--- src/rtl/addsub_pkg.sv ---
// -----------------------------------------------------------------------------
// addsub_pkg
//   Shared types for the accumulator stage built around the ripple-carry
//   adder/subtractor.
//   - op_e    : operation encoding carried on the 'op' input
//   - state_e : handshake FSM states of addsub_accumulator
// -----------------------------------------------------------------------------
package addsub_pkg;

    typedef enum logic [1:0] {
        OP_LOAD  = 2'b00,
        OP_ADD   = 2'b01,
        OP_SUB   = 2'b10,
        OP_CLEAR = 2'b11
    } op_e;

    typedef enum logic [1:0] {
        ST_IDLE = 2'b00,
        ST_EXEC = 2'b01,
        ST_RESP = 2'b10
    } state_e;

endpackage : addsub_pkg

--- src/rtl/addsub_flag_unit.sv ---
// -----------------------------------------------------------------------------
// addsub_flag_unit
//   Combinational next-state logic for the accumulator and its flags. It takes
//   the current accumulator, the captured operand and the adder result, and
//   produces the value to be loaded at the end of EXEC.
//   Optional macro ADDSUB_ACC_SATURATE_EN: on a signed overflow of ADD/SUB,
//   clamp the accumulator to the most positive or most negative value (chosen
//   by the sign of the accumulator). The V and C flags still report the raw
//   adder outcome.
//   Ports:
//     op       in  : captured operation (op_e)
//     a        in  : current accumulator (adder A input)
//     b        in  : captured operand (adder B input)
//     s, cout  in  : adder result
//     acc_next out : accumulator value to load
//     c_next, v_next, z_next, n_next out : flag values to load
// -----------------------------------------------------------------------------
module addsub_flag_unit
    import addsub_pkg::*;
#(
    parameter int SIZE = 4
) (
    input  op_e             op,
    input  logic [SIZE-1:0] a,
    input  logic [SIZE-1:0] b,
    input  logic [SIZE-1:0] s,
    input  logic            cout,
    output logic [SIZE-1:0] acc_next,
    output logic            c_next,
    output logic            v_next,
    output logic            z_next,
    output logic            n_next
);

    logic [SIZE-1:0] bc;
    logic            v_raw;

    // Signed overflow: both effective operands share a sign and the result
    // sign differs from it.
    assign bc    = b ^ {SIZE{op == OP_SUB}};
    assign v_raw = (a[SIZE-1] == bc[SIZE-1]) && (s[SIZE-1] != a[SIZE-1]);

    always_comb begin
        // NOTE: every output gets a default first so no path can infer a latch.
        acc_next = '0;
        c_next   = 1'b0;
        v_next   = 1'b0;
        unique case (op)
            OP_LOAD: begin
                acc_next = b;
            end
            OP_ADD, OP_SUB: begin
                acc_next = s;
                c_next   = cout;
                v_next   = v_raw;
`ifdef ADDSUB_ACC_SATURATE_EN
                if (v_raw) begin
                    acc_next = a[SIZE-1] ? {1'b1, {(SIZE-1){1'b0}}}
                                         : {1'b0, {(SIZE-1){1'b1}}};
                end
`endif
            end
            OP_CLEAR: begin
                acc_next = '0;
            end
            default: begin
                acc_next = '0;
            end
        endcase
    end

    assign z_next = (acc_next == '0);
    assign n_next = acc_next[SIZE-1];

endmodule : addsub_flag_unit

--- src/rtl/ripple_carry_adder_subtractor.sv ---
// -----------------------------------------------------------------------------
// ripple_carry_adder_subtractor
//   SIZE-bit ripple-carry adder/subtractor. With ctrl=0 it computes a + b.
//   With ctrl=1 it computes a - b as a + ~b + 1. For subtraction cout=1 means
//   no borrow.
//   Ports:
//     a, b  [SIZE-1:0] in  : operands
//     ctrl             in  : 0 add, 1 subtract
//     s     [SIZE-1:0] out : sum / difference (modulo 2^SIZE)
//     cout             out : carry out of the msb
// -----------------------------------------------------------------------------
module ripple_carry_adder_subtractor #(
    parameter int SIZE = 4
) (
    input  logic [SIZE-1:0] a,
    input  logic [SIZE-1:0] b,
    input  logic            ctrl,
    output logic [SIZE-1:0] s,
    output logic            cout
);

    logic [SIZE-1:0] bc;
    logic [SIZE:0]   carry;

    // Inverting b and injecting ctrl as carry-in turns the adder into a - b.
    assign bc       = b ^ {SIZE{ctrl}};
    assign carry[0] = ctrl;

    for (genvar i = 0; i < SIZE; i++) begin : g_bit
        assign s[i]       = a[i] ^ bc[i] ^ carry[i];
        assign carry[i+1] = (a[i] & bc[i]) | (carry[i] & (a[i] ^ bc[i]));
    end

    assign cout = carry[SIZE];

endmodule : ripple_carry_adder_subtractor

--- src/rtl/addsub_accumulator.sv ---
// -----------------------------------------------------------------------------
// addsub_accumulator
//   Accumulator stage around ripple_carry_adder_subtractor. It accepts one
//   op + operand per input handshake, executes for one cycle, then presents
//   acc and flags on the output handshake. Throughput is one op per 3 cycles.
//   Optional macro ADDSUB_ACC_SATURATE_EN: saturating ADD/SUB
//   (see addsub_flag_unit).
//   Ports:
//     clk, rst_n          : clock, synchronous active-low reset
//     in_valid / in_ready : input handshake
//     op [1:0]            : 00 LOAD, 01 ADD, 10 SUB, 11 CLEAR
//     operand [SIZE-1:0]  : operand for LOAD/ADD/SUB
//     out_valid/out_ready : output handshake
//     acc [SIZE-1:0]      : accumulator
//     flag_c/v/z/n        : carry (no-borrow on SUB), overflow, zero, negative
// -----------------------------------------------------------------------------
module addsub_accumulator
    import addsub_pkg::*;
#(
    parameter int SIZE = 4
) (
    input  logic            clk,
    input  logic            rst_n,
    input  logic            in_valid,
    output logic            in_ready,
    input  logic [1:0]      op,
    input  logic [SIZE-1:0] operand,
    output logic            out_valid,
    input  logic            out_ready,
    output logic [SIZE-1:0] acc,
    output logic            flag_c,
    output logic            flag_v,
    output logic            flag_z,
    output logic            flag_n
);

    state_e          state, state_n;
    op_e             op_q;
    logic [SIZE-1:0] opnd_q;

    logic [SIZE-1:0] sum;
    logic            cout;
    logic [SIZE-1:0] acc_next;
    logic            c_next, v_next, z_next, n_next;

    // in_ready is gated by rst_n so it stays low for the whole reset window.
    assign in_ready  = (state == ST_IDLE) && rst_n;
    assign out_valid = (state == ST_RESP);

    ripple_carry_adder_subtractor #(.SIZE(SIZE)) u_addsub (
        .a    (acc),
        .b    (opnd_q),
        .ctrl (op_q == OP_SUB),
        .s    (sum),
        .cout (cout)
    );

    addsub_flag_unit #(.SIZE(SIZE)) u_flags (
        .op       (op_q),
        .a        (acc),
        .b        (opnd_q),
        .s        (sum),
        .cout     (cout),
        .acc_next (acc_next),
        .c_next   (c_next),
        .v_next   (v_next),
        .z_next   (z_next),
        .n_next   (n_next)
    );

    always_comb begin
        state_n = state;
        unique case (state)
            ST_IDLE: if (in_valid)  state_n = ST_EXEC;
            ST_EXEC:                state_n = ST_RESP;
            ST_RESP: if (out_ready) state_n = ST_IDLE;
            default:                state_n = ST_IDLE;
        endcase
    end

    // NOTE: sequential state uses non-blocking assignments; reset is sampled
    // on the clock edge (synchronous), so it wins over any in-flight EXEC update.
    always_ff @(posedge clk) begin
        if (!rst_n) begin
            state  <= ST_IDLE;
            acc    <= '0;
            flag_c <= 1'b0;
            flag_v <= 1'b0;
            flag_z <= 1'b1;
            flag_n <= 1'b0;
        end else begin
            state <= state_n;
            if (state == ST_EXEC) begin
                acc    <= acc_next;
                flag_c <= c_next;
                flag_v <= v_next;
                flag_z <= z_next;
                flag_n <= n_next;
            end
        end
    end

    // NOTE: the captured op/operand are pure datapath and need no reset; they
    // are only consumed in EXEC, which is always preceded by a capture.
    always_ff @(posedge clk) begin
        if (state == ST_IDLE && in_valid) begin
            op_q   <= op_e'(op);
            opnd_q <= operand;
        end
    end

endmodule : addsub_accumulator

--- config.mk ---
export PLATFORM = sky130hd
export DESIGN_NAME = addsub_accumulator
export DESIGN_NICKNAME = d
export VERILOG_FILES = /design/src/rtl/addsub_pkg.sv /design/src/rtl/addsub_flag_unit.sv /design/src/rtl/ripple_carry_adder_subtractor.sv /design/src/rtl/addsub_accumulator.sv
export SDC_FILE = /design/constraint.sdc
export NUM_CORES = 1
export LEC_CHECK = 0
export ABC_AREA = 1
export CAP_MARGIN = 20
export CELL_PAD_IN_SITES_DETAIL_PLACEMENT = 1
export CELL_PAD_IN_SITES_GLOBAL_PLACEMENT = 2
export CORE_MARGIN = 3
export CORE_UTILIZATION = 27
export CTS_BUF_LIST = sky130_fd_sc_hd__clkbuf_4
export DETAILED_ROUTE_END_ITERATION = 7
export PLACE_DENSITY = 0.82
export SETUP_SLACK_MARGIN = 0.5
export SLEW_MARGIN = 20
export SYNTH_ARGS = -nofsm -noshare
export SYNTH_HDL_FRONTEND = slang
export SYNTH_SLANG_ARGS = --single-unit
--- constraint.sdc ---
create_clock -name clk -period 2.55 [get_ports clk]
set_clock_uncertainty 0.2 [all_clocks]
set_input_delay 0.3825 -clock clk [delete_from_list [all_inputs] [get_ports clk]]
set_output_delay 0.3825 -clock clk [all_outputs]
set_load 0.1 [all_outputs]
==> results of run 1 <==
critical path: cells and delay by family (launching register included):
kind	cells	cell delay (ns)
and+or+nand+nor	4	0.29
xor gates and xnor gates	1	0.15
DFF	1	0.44
adders and majority gates	4	1.30
AOI/OAI and AO/OA	1	0.04
buffers and inverters	1	0.04
state kept, by name (all words and copies together), names as in the netlist:
signal / cells
flag_c: 1
acc: 3
flag_v: 1
opnd_q: 4
op_q: 2
flag_n: 1
flag_z: 1
state: 2
final cells by class:
class,instances,area [um2],area share (%)
well taps,30,37.5,3.41
clock buffers,3,22.5,2.05
clock inverters,1,5.00,0.455
flip-flops and latches,15,370,33.6
inverters,15,58.8,5.34
repair buffers,21,193,17.5
multi-input cells,53,414,37.6
stage by stage:
step / setup slack [ns] / hold WS [ns] / setup TNS (ns) / std cells
after detailed placement: -0.0188 / 0.265 / -0.0304 / 132
after floorplan: 0.130 / 0.281 / 0 / 84
after CTS: -0.0112 / 0.280 / -0.0112 / 137
after global placement: 0.0485 / 0.257 / 0 / 132
final: -0.00904 / 0.280 / -0.0152 / 138
after global routing: -0.139 / 0.309 / -0.330 / 138
cells by family (layout without fill, tap and decap cells):
family	after synthesis	in the layout	share of synthesized area, %
AO/OA/AOI/OAI	13	13	9.71
XOR/XNOR	4	4	4.46
adder cells (fa/ha/maj)	6	6	12.4
buffers and inverters	16	40	8.44
flip-flops	15	15	45.9
AND/OR/NAND/NOR	30	30	19.1
timing repair:
item | in CTS | in global routing
buffers inserted | 1 | 1
pin swaps | 1 | 3
gates resized for setup | 5 | 3
endpoints found under the setup margin | 6 | 7
final timing paths:
path                         end  slack [ns]  depth (start not counted)
min          flag_c$_SDFFE_PN0N_        0.28                          2
min reg2reg  flag_c$_SDFFE_PN0N_        0.28                          2
max reg2reg  flag_z$_SDFFE_PN1N_      -0.009                         11
max          flag_z$_SDFFE_PN1N_      -0.009                         11
cell usage in the layout, fill, tap and decap left out, drive strengths merged, types with 3 or more instances in the layout:
cell	instances
clkbuf	3
nor2	7
clkdlybuf4s50	9
fa	3
o21ai	4
nand2	16
xor2	3
a21oi	7
edfxtp	6
ha	3
buf	12
inv	15
nand3	5
dfxtp	9
metal layers:
| layer | global-route usage [%] | vias up | part of all wire [%] |
|---|---|---|---|
| li1 | - | 312 | - |
| met1 | 14.1 | 305 | 44 |
| met2 | 18.8 | 18 | 49 |
| met3 | 4.32 | 0 | 7.1 |
| met4 | 1.90 | 0 | 0 |
| met5 | 0 | - | 0 |
report_power, final:
| part | internal [W] | switching, W | total [W] |
|---|---|---|---|
| logic | 0.0000782 | 0.000159 | 0.000238 |
| registers | 0.000267 | 0.0000148 | 0.000282 |
| clock network | 0.0000582 | 0.0000830 | 0.000141 |
==> impl_results.md, run 1 <==
* Crit path time final at about 2.6 ns
* # diodes at 0
* Port bufs at 19
* Final core utilization at a little over two fifths
* Core area at around 0.0026 mm2
* CP Launch Type: flop
* Critical Path Start: op_q[1]$_DFFE_PP_
* Die area at roughly 0.0036 mm2
* Setup ws final at -0.00904 ns
* Slowest-stage cell, CP: fa_1
* Mapped Nets at 100
* Static leakage power at a little under 0.5 nW
* RSZ-0062 raised after global routing: yes
* Mapped Cells at 84
* Prevailing post-synth register cell: dfxtp_1
* Synthesized area at slightly below 800 um2
* Routed WL per cell at 12.7 um
* Failing checks: negative setup slack
* Vias in the first global route at roughly 680
* Global-route wire length before repair at between 3000 and 4000 um
* Outcome: complete, but fails checks
* CTS Buffer Depth at 2
* Area Growth Syn to Fin at 40.1%
* CTS root buffer: clkbuf_4
* Clock sinks at 15
* Routed Antenna Nets at 0
* Drt total wl at 1750 um
* Final period util at 100%
* Drt pass-1 iters at 4
* Synth area leader: dfxtp_1
* Worst relative slew slack at 66.2%
* Floorplan die height at ~60 um
* Fillers at slightly above 300
* Synth warn at 0
* CP required at 2.54 ns
* Max-cap viol count at 0
* Synth Register Bits at 15
* Worst Setup Path Type: reg2reg
* Iteration-0 DRC Markers at 8
* DP HPWL at between 1000 and 1500 um
* Total CTS buffers at 3
* # DRC at 0
* Placed Area at between 0.001 and 0.0015 mm2
* CP Max Fanout at 3
* Top cells by area, synth: dfxtp_1, edfxtp_1, fa_1
* Site Rows at 18
* Startpoint of the worst hold path: flag_c$_SDFFE_PN0N_
* Die Width at 59.9 um
* Clock slew at reported path FFs at approximately 0.1 ns
* H-tree depth at 1
* Most numerous cell in the Yosys netlist: nand2_1
* CTS hold repair buffers at 0
* Count of cell types in the netlist at 24
* EDFF count, synth at 6
* Hold Fails Final Rpt at 0
* Global placement routability congestion at 0.791
* Max-slew violations at 0
* CTS tree: built
* I/O pins at 20
* Avg Cell Area, Syn at roughly 9.4 um2
* Max Clk Rate at between 300 and 400 MHz
* Post-synth top cells: nand2_1, inv_1, dfxtp_1, a21oi_1, edfxtp_1
* Nets at ~130
* Critical Path, Cell by Cell: ha_4 -> xnor2_2 -> fa_2 -> inv_2 -> fa_2 -> fa_1 -> nand3_1 -> nand2_2 -> a21oi_2 -> nand2_1 -> nand2_1
* Top-area cell type share of the netlist area at about 23%
* Asr flop ratio synth at 0%
* Total GRT Usage at a little under an eighth
* Reg-to-reg startpoint: op_q[1]$_DFFE_PP_
* PD cells at approximately 600 mW/mm2
* Vias per cell at between 4 and 5
* Layout cell share with drive strength beyond 1 at roughly 40%
* Total number of vias at around 640
* Initial Utilization at a little under a third
* Slowest stage delay, CP at 0.53 ns
* Initial antenna violation count at 0
* GRT overflow at 0
* Pwr Total at ~0.00066 W
* Final setup vio count at 2
* Worst Tran Pin Value at about 0.51 ns
* Cell area after layout at ~0.0011 mm2
* Hold Path Class: reg2reg
* Crit end category: flop
* VDD IR-drop max at 0.386 mV
* Pin count of the biggest net entering global routing at 10
* Post-synthesis sequential area ratio at 45.9%
* Clock latency at the later pin of the worst-skew pair at slightly below 0.3 ns
* Critical path arrival at about 2.6 ns
No activity file was read; power rests on OpenSTA's default activity.
==> inputs of run 2 (changes only) <==
Settings changed: REMOVE_ABC_BUFFERS set to 1.
==> run 2 against run 1 <==
- the flow still finishes with violations (negative setup slack)
- fmax down 0.85%
- sequential share of layout area decreased by 0.91 points
- first-iteration DRC count up 110%
- final cell count grew 0.72%
- clock-buffer cell count unchanged
- die area stayed put
- global-route usage rose by 0.29 points
- via count down 2.4%
- non-clock buffer count grew 1
- final area unchanged
- register-to-register slack worse by 0.02 ns
- wire length grew 4.2%
==> impl_results.md, run 2 (synthesis results as in run 1) <==
* Most common cell after layout, fill and taps aside: nand2_1
* Core area at 0.00261 mm2 (unchanged)
* Flip-flop count of the largest register after layout at 4 (unchanged)
* Global placement routability congestion at 0.787 (-0.52%)
* Setup slack, reg-to-reg at -0.03 ns (-0.02 ns)
* Max-cap viol count at 0 (unchanged)
* CTS root buffer: clkbuf_4
* Max Clk Rate at 387 MHz (-0.85%)
* Setup ws final at -0.0309 ns (-0.0219 ns)
* Total GRT Usage at 11.6% (+0.29 points)
* Clock sinks at 15 (unchanged)
* GR Util met1 at 15.5% (+1.4 points)
* Floorplan die height at 59.9 um (unchanged)
* Fin Setup TNS at -0.0553 ns (-0.0401 ns)
* GRT overflow at 0 (unchanged)
* Crit path time final at 2.58 ns (+0.0219 ns)
* Site Rows at 18 (unchanged)
* Clock latency at the later pin of the worst-skew pair at 0.30 ns (about the same)
* Total number of vias at 620 (-2.4%)
* Max-slew violations at 0 (unchanged)
* Drt pass-1 iters at 4 (unchanged)
* Vias per cell at 4.46 (-3.1%)
* Layout cell share with drive strength beyond 1 at 33.0% (-6.8 points)
* DP HPWL at 1380 um (-3.4%)
* M2 GR Usage at 17.9% (-0.93 points)
* Iteration-0 DRC Markers at 17 (+9)
* Global-route wire length before repair at 3000 um (-0.92%)
* R2r endpoint: flag_z$_SDFFE_PN1N_
* VDD IR-drop max at 0.335 mV (-13%)
* Initial Utilization at 30.1% (unchanged)
* Initial antenna violation count at 0 (unchanged)
* Outcome: complete, but fails checks
* Routed WL per cell at 13.1 um (+3.5%)
* Slowest-stage cell, CP: fa_1
* Slowest stage delay, CP at 0.52 ns (about the same)
* Reg-to-reg startpoint: op_q[1]$_DFFE_PP_
* Final setup vio count at 3 (+1)
* Placed Area at 0.00102 mm2 (-2.5%)
* RSZ-0062 raised after global routing: yes
* # diodes at 0 (unchanged)
* Final period util at 101% (+0.86 points)
* Nets at 126 (+0.80%)
* I/O pins at 20 (unchanged)
* Static leakage power at 0.492 nW (about the same)
* CP required at 2.55 ns (about the same)
* Pin count of the biggest net entering global routing at 11 (+1)
* Clock slew at reported path FFs at 0.10 ns (about the same)
* CP Max Fanout at 3 (unchanged)
* Hold Fails Final Rpt at 0 (unchanged)
* Hold slack at 0.270 ns (-0.0100 ns)
* Worst Setup Path Type: reg2reg
* Most frequent cells in the layout: nand2_1, buf_4, inv_1, dfxtp_1, clkdlybuf4s50_1
* CTS Buffer Depth at 2 (unchanged)
* Critical path arrival at 2.59 ns (+0.04 ns)
* Cell area after layout at 0.00110 mm2 (unchanged)
* Die area at 0.00359 mm2 (unchanged)
* Largest regs: opnd_q (4), acc (3)
* Total CTS buffers at 3 (unchanged)
* CP Launch Type: flop
* Failing checks: negative setup slack
* H-tree depth at 1 (unchanged)
* Hold EP: flag_c$_SDFFE_PN0N_
* Worst relative slew slack at 65.0% (-1.2 points)
* Hold Path Class: reg2reg
* GR peak layer: met2
* Crit end category: flop
* Hold depth at 2 (unchanged)
* Critical Path, Cell by Cell: ha_4 -> xnor2_4 -> fa_2 -> inv_2 -> fa_2 -> fa_1 -> nand3_1 -> nand2_2 -> a21oi_2 -> nand2_1 -> nand2_1
* # DRC at 0 (unchanged)
* Buffer count from post-CTS setup fixing at 0 (-1)
* Most flops, register: opnd_q
* Worst Reg-to-Reg Cells at 11 (unchanged)
* Startpoint of the worst hold path: flag_c$_SDFFE_PN0N_
* Vias in the first global route at 628 (-7.0%)
* Worst Tran Pin Value at 0.523 ns (+0.0173 ns)
* Routed Antenna Nets at 0 (unchanged)
* Die Width at 59.9 um (unchanged)
* PD cells at 608 mW/mm2 (+1.2%)
* CTS tree: built
* Drt total wl at 1820 um (+4.2%)
* Met3 Usage GRT at 4.75% (+0.43 points)
* Area Growth Syn to Fin at 40.1% (unchanged)
* Port bufs at 19 (unchanged)
==> run 2: through the flow <==
stage | power, W | instances | setup WS, ns | util (%)
2_1_floorplan | 0.000444 | 83 | -0.435 | -
3_3_place_gp | 0.000502 | 135 | -0.182 | 38.9
3_5_place_dp | 0.000508 | 135 | -0.181 | 38.9
4_1_cts | 0.000673 | 139 | -0.0476 | 41.5
5_1_grt | 0.000716 | 139 | -0.183 | 42.1
6_report | 0.000669 | 139 | -0.0309 | 42.1
==> run 2: cell type report <==
type                    count  area [um2]
fillers                   306        1510
clock inverters             1        7.51
inverters                  15        58.8
flip-flops and latches     15         360
well taps                  30        37.5
repair buffers             22         200
clock buffers               3        22.5
multi-input cells          53         414
==> run 2: per-layer routing <==
metal  share of wire (%)  vias up  wire length (um)
met5                   0        -                 0
li1                    -      316                 -
met4                   0        0                 0
met2                  47       18               861
met1                  47      286               850
met3                 6.1        0               111
==> run 2: timing repair <==
item	in CTS	in global routing
resized for setup	12	4
hold buffers	0	0
setup endpoints to repair	6	7
cloned	0	0
pin swaps	1	1
==> run 2: worst max path at each step <==
stage / from / to / slack, ns / cells after the start
2_1_floorplan: flag_n$_SDFFE_PN0N_ / flag_v$_SDFFE_PN0N_ / -0.43 / 4
3_3_place_gp: op_q[1]$_DFFE_PP_ / flag_z$_SDFFE_PN1N_ / -0.18 / 11
3_5_place_dp: op_q[1]$_DFFE_PP_ / flag_z$_SDFFE_PN1N_ / -0.18 / 11
4_1_cts: op_q[1]$_DFFE_PP_ / flag_v$_SDFFE_PN0N_ / -0.05 / 9
5_1_grt: op_q[1]$_DFFE_PP_ / flag_v$_SDFFE_PN0N_ / -0.18 / 9
6_report: op_q[1]$_DFFE_PP_ / flag_z$_SDFFE_PN1N_ / -0.03 / 11
==> run 2: worst max-delay path, delay by kind of cell (launching register included) <==
kind	cells	cell delay, ns
fa+ha+maj	4	1.29
buf+inv	1	0.04
xor+xnor	1	0.17
flops	1	0.44
simple gates	4	0.29
compound gates	1	0.04
==> run 2: power by group <==
group / total [W] / internal (W) / switching (W) / leakage [nW]
sequential: 0.000281 / 0.000267 / 0.0000140 / 0.131
combinational: 0.000239 / 0.0000793 / 0.000160 / 0.347
clock: 0.000149 / 0.0000598 / 0.0000893 / 0.0139
total: 0.000669 / 0.000406 / 0.000263 / 0.492
==> inputs of run 3 (changes only) <==
--- a/constraint.sdc
+++ b/constraint.sdc
@@ -4,2 +4,2 @@
 set_output_delay 0.3825 -clock clk [all_outputs]
-set_load 0.1 [all_outputs]
+set_load 0.05 [all_outputs]
==> run 3 against run 2 <==
- the flow now finishes without violations
- worst setup slack gained 0.037 ns
- register-to-register slack gained 0.04 ns
- flip-flop and latch count is the same
- die area is the same
- via count grew 1.3%
- core utilization grew 1.1 points
- sequential power is essentially flat
- worst hold slack gained 0.0024 ns
- sequential share of layout area shrank 0.87 points
- combinational power shrank 20%
- largest power group unchanged
==> impl_results.md, run 3 (synthesis results as in run 1) <==
* Static leakage power at 0.578 nW (+17%)
* Internal Power at 0.000404 W (-0.48%)
* Clock sinks at 15 (unchanged)
* Crit end category: flop
* # DRC at 0 (unchanged)
* Pin count of the biggest net entering global routing at 11 (unchanged)
* Hold Fails Final Rpt at 0 (unchanged)
* Port bufs at 19 (unchanged)
* CTS hold repair buffers at 0 (unchanged)
* Seq pwr share at 45.4% (+3.4 points)
* RSZ-0062 raised after global routing: yes
* Reg-to-reg startpoint: op_q[1]$_DFFE_PP_
* Vias in the first global route at 674 (+7.3%)
* CTS root buffer: clkbuf_4
* Global placement routability congestion at 0.840 (+6.7%)
* Max Clk Rate at 393 MHz (+1.5%)
* Initial Utilization at 30.1% (unchanged)
* Routed Antenna Nets at 0 (unchanged)
* Share of power burned in the clock network at 23.6% (+1.3 points)
* # diodes at 0 (unchanged)
* Flip-flop count of the largest register after layout at 4 (unchanged)
* Cell area after layout at 0.00113 mm2 (+2.7%)
* Critical path arrival at 2.58 ns (about the same)
* CP top delay family: adder cells
* Final setup vio count at 0 (-3)
* Max-cap viol count at 0 (unchanged)
* Area Growth Syn to Fin at 43.9%
* CP Max Fanout at 3 (unchanged)
* Logic pwr share at 31.0% (-4.7 points)
* PD cells at 547 mW/mm2 (-10%)
* I/O pins at 20 (unchanged)
* H-tree depth at 1 (unchanged)
* Largest regs: opnd_q (4), acc (3)
* Core area at 0.00261 mm2 (unchanged)
* Total CTS buffers at 3 (unchanged)
* Iteration-0 DRC Markers at 1 (-16)
* Pwr Total at 0.000618 W (-7.6%)
* CP Launch Type: flop
* Most common cell after layout, fill and taps aside: nand2_1
* Site Rows at 18 (unchanged)
* Most frequent cells in the layout: nand2_1, inv_1, dfxtp_1, clkdlybuf4s50_1
* Crit path time final at 2.54 ns (-0.0371 ns)
* Layout cell share with drive strength beyond 1 at 24.5% (-8.5 points)
* Placed Area at 0.00103 mm2 (+1.5%)
* Worst Setup Path Type: reg2reg
* Total GRT Usage at 10.8% (-0.81 points)
* Buf/Inv on CP at 1 (unchanged)
* Final core utilization at 43.3% (+1.1 points)
* Outcome: finished, final reports clean
* Startpoint of the worst hold path: flag_c$_SDFFE_PN0N_
* CTS tree: built
* CP required at 2.59 ns (+0.04 ns)
* Clock latency at the later pin of the worst-skew pair at 0.29 ns (about the same)
* Initial antenna violation count at 0 (unchanged)
* Floorplan die height at 59.9 um (unchanged)
* Sw Ratio at 34.6% (-4.7 points)
* Slowest-stage cell, CP: edfxtp_1
* Vias per cell at 4.49 (+0.57%)
* Nets at 127 (+0.79%)
* Total number of vias at 628 (+1.3%)
* GRT overflow at 0 (unchanged)
* Critical Path Start: op_q[1]$_DFFE_PP_
* Max-slew violations at 0 (unchanged)
* Most flops, register: opnd_q
* Slowest stage delay, CP at 0.45 ns (-0.07 ns)
* Drt pass-1 iters at 4 (unchanged)
* VDD IR-drop max at 0.392 mV (+17%)
* Final period util at 99.8% (-1.5 points)
* Drt total wl at 1720 um (-5.7%)
* Hold Path Class: reg2reg
* Setup slack, reg-to-reg at 0.006 ns (+0.04 ns)
* CTS Buffer Depth at 2 (unchanged)
* Global-route wire length before repair at 2880 um (-3.9%)
* Critical Path, Cell by Cell: ha_4 -> xnor2_2 -> fa_1 -> inv_1 -> fa_2 -> fa_1 -> nand3_1 -> nand2_2 -> a21oi_2 -> nand2_1 -> nand2_1
* Worst Tran Pin Value at 0.502 ns (-0.0211 ns)
* DP HPWL at 1360 um (-1.5%)
* Sw Pwr at 0.000214 W (-19%)
* Clock slew at reported path FFs at 0.10 ns (about the same)
* Routed WL per cell at 12.3 um (-6.4%)
* Die area at 0.00359 mm2 (unchanged)
* Worst relative slew slack at 66.4% (+1.4 points)
* Die Width at 59.9 um (unchanged)
* Hold slack at 0.272 ns (+0.00238 ns)
-- run 3: cell types whose count changed in the layout (fill, tap and decap cells not counted), sizes merged --
cell / before / now
buf: 13 / 5
clkdlybuf4s15: 0 / 1
dlymetal6s2s: 0 / 6
dlygate4sd2: 0 / 2
-- run 3: power groups by stage --
stage                     combinational [W]  clock, W  sequential [W]
after global routing               0.000212  0.000167        0.000284
final                              0.000192  0.000146        0.000281
after detailed placement           0.000182         0        0.000286
after floorplan                   0.0000878         0        0.000314
after CTS                          0.000187  0.000154        0.000281
after global placement             0.000177         0        0.000285
-- run 3: tightest hold or removal path, cell delays in order, from the launching register on --
cell,delay (ns)
dfxtp_1,0.32
nand2_1,0.06
a21oi_1,0.05
-- run 3: per-stage QoR --
stage / setup TNS [ns] / setup slack [ns] / instances
floorplan: -0.0273 / -0.0194 / 83
global placement: -0.213 / -0.0814 / 134
detailed placement: -0.430 / -0.156 / 134
CTS: -0.156 / -0.0592 / 139
global route: -0.371 / -0.140 / 140
finish: 0 / 0.00618 / 140
-- run 3: worst paths after layout --
kind / to / cells past startpoint
worst max-delay path: flag_z$_SDFFE_PN1N_ / 11
worst max register to register: flag_z$_SDFFE_PN1N_ / 11
worst min register to register: flag_c$_SDFFE_PN0N_ / 2
worst min-delay path: flag_c$_SDFFE_PN0N_ / 2
-- run 3: what timing repair did --
action / CTS / global route
setup endpoints to repair: 11 / 13
setup buffers: 1 / 1
resized for setup: 11 / 13
pin swaps: 2 / 3
hold endpoints to repair: 0 / 0
-- run 3: area by class of cell --
| type | count | area, um2 |
|---|---|---|
| clock buffer | 3 | 22.5 |
| clock inverter | 1 | 7.51 |
| fill | 303 | 1480 |
| inverter | 15 | 58.8 |
| multi-input combinational | 53 | 400 |
| sequential | 15 | 360 |
| tap | 30 | 37.5 |
| timing repair buffer | 23 | 244 |
-- run 3: per-layer routing --
layer	vias up	wire length, um	GRT usage (%)
met5	-	0	0
met4	0	0	1.90
met3	0	107	4.75
met2	17	806	18.1
met1	294	805	13.0
li1	317	-	-
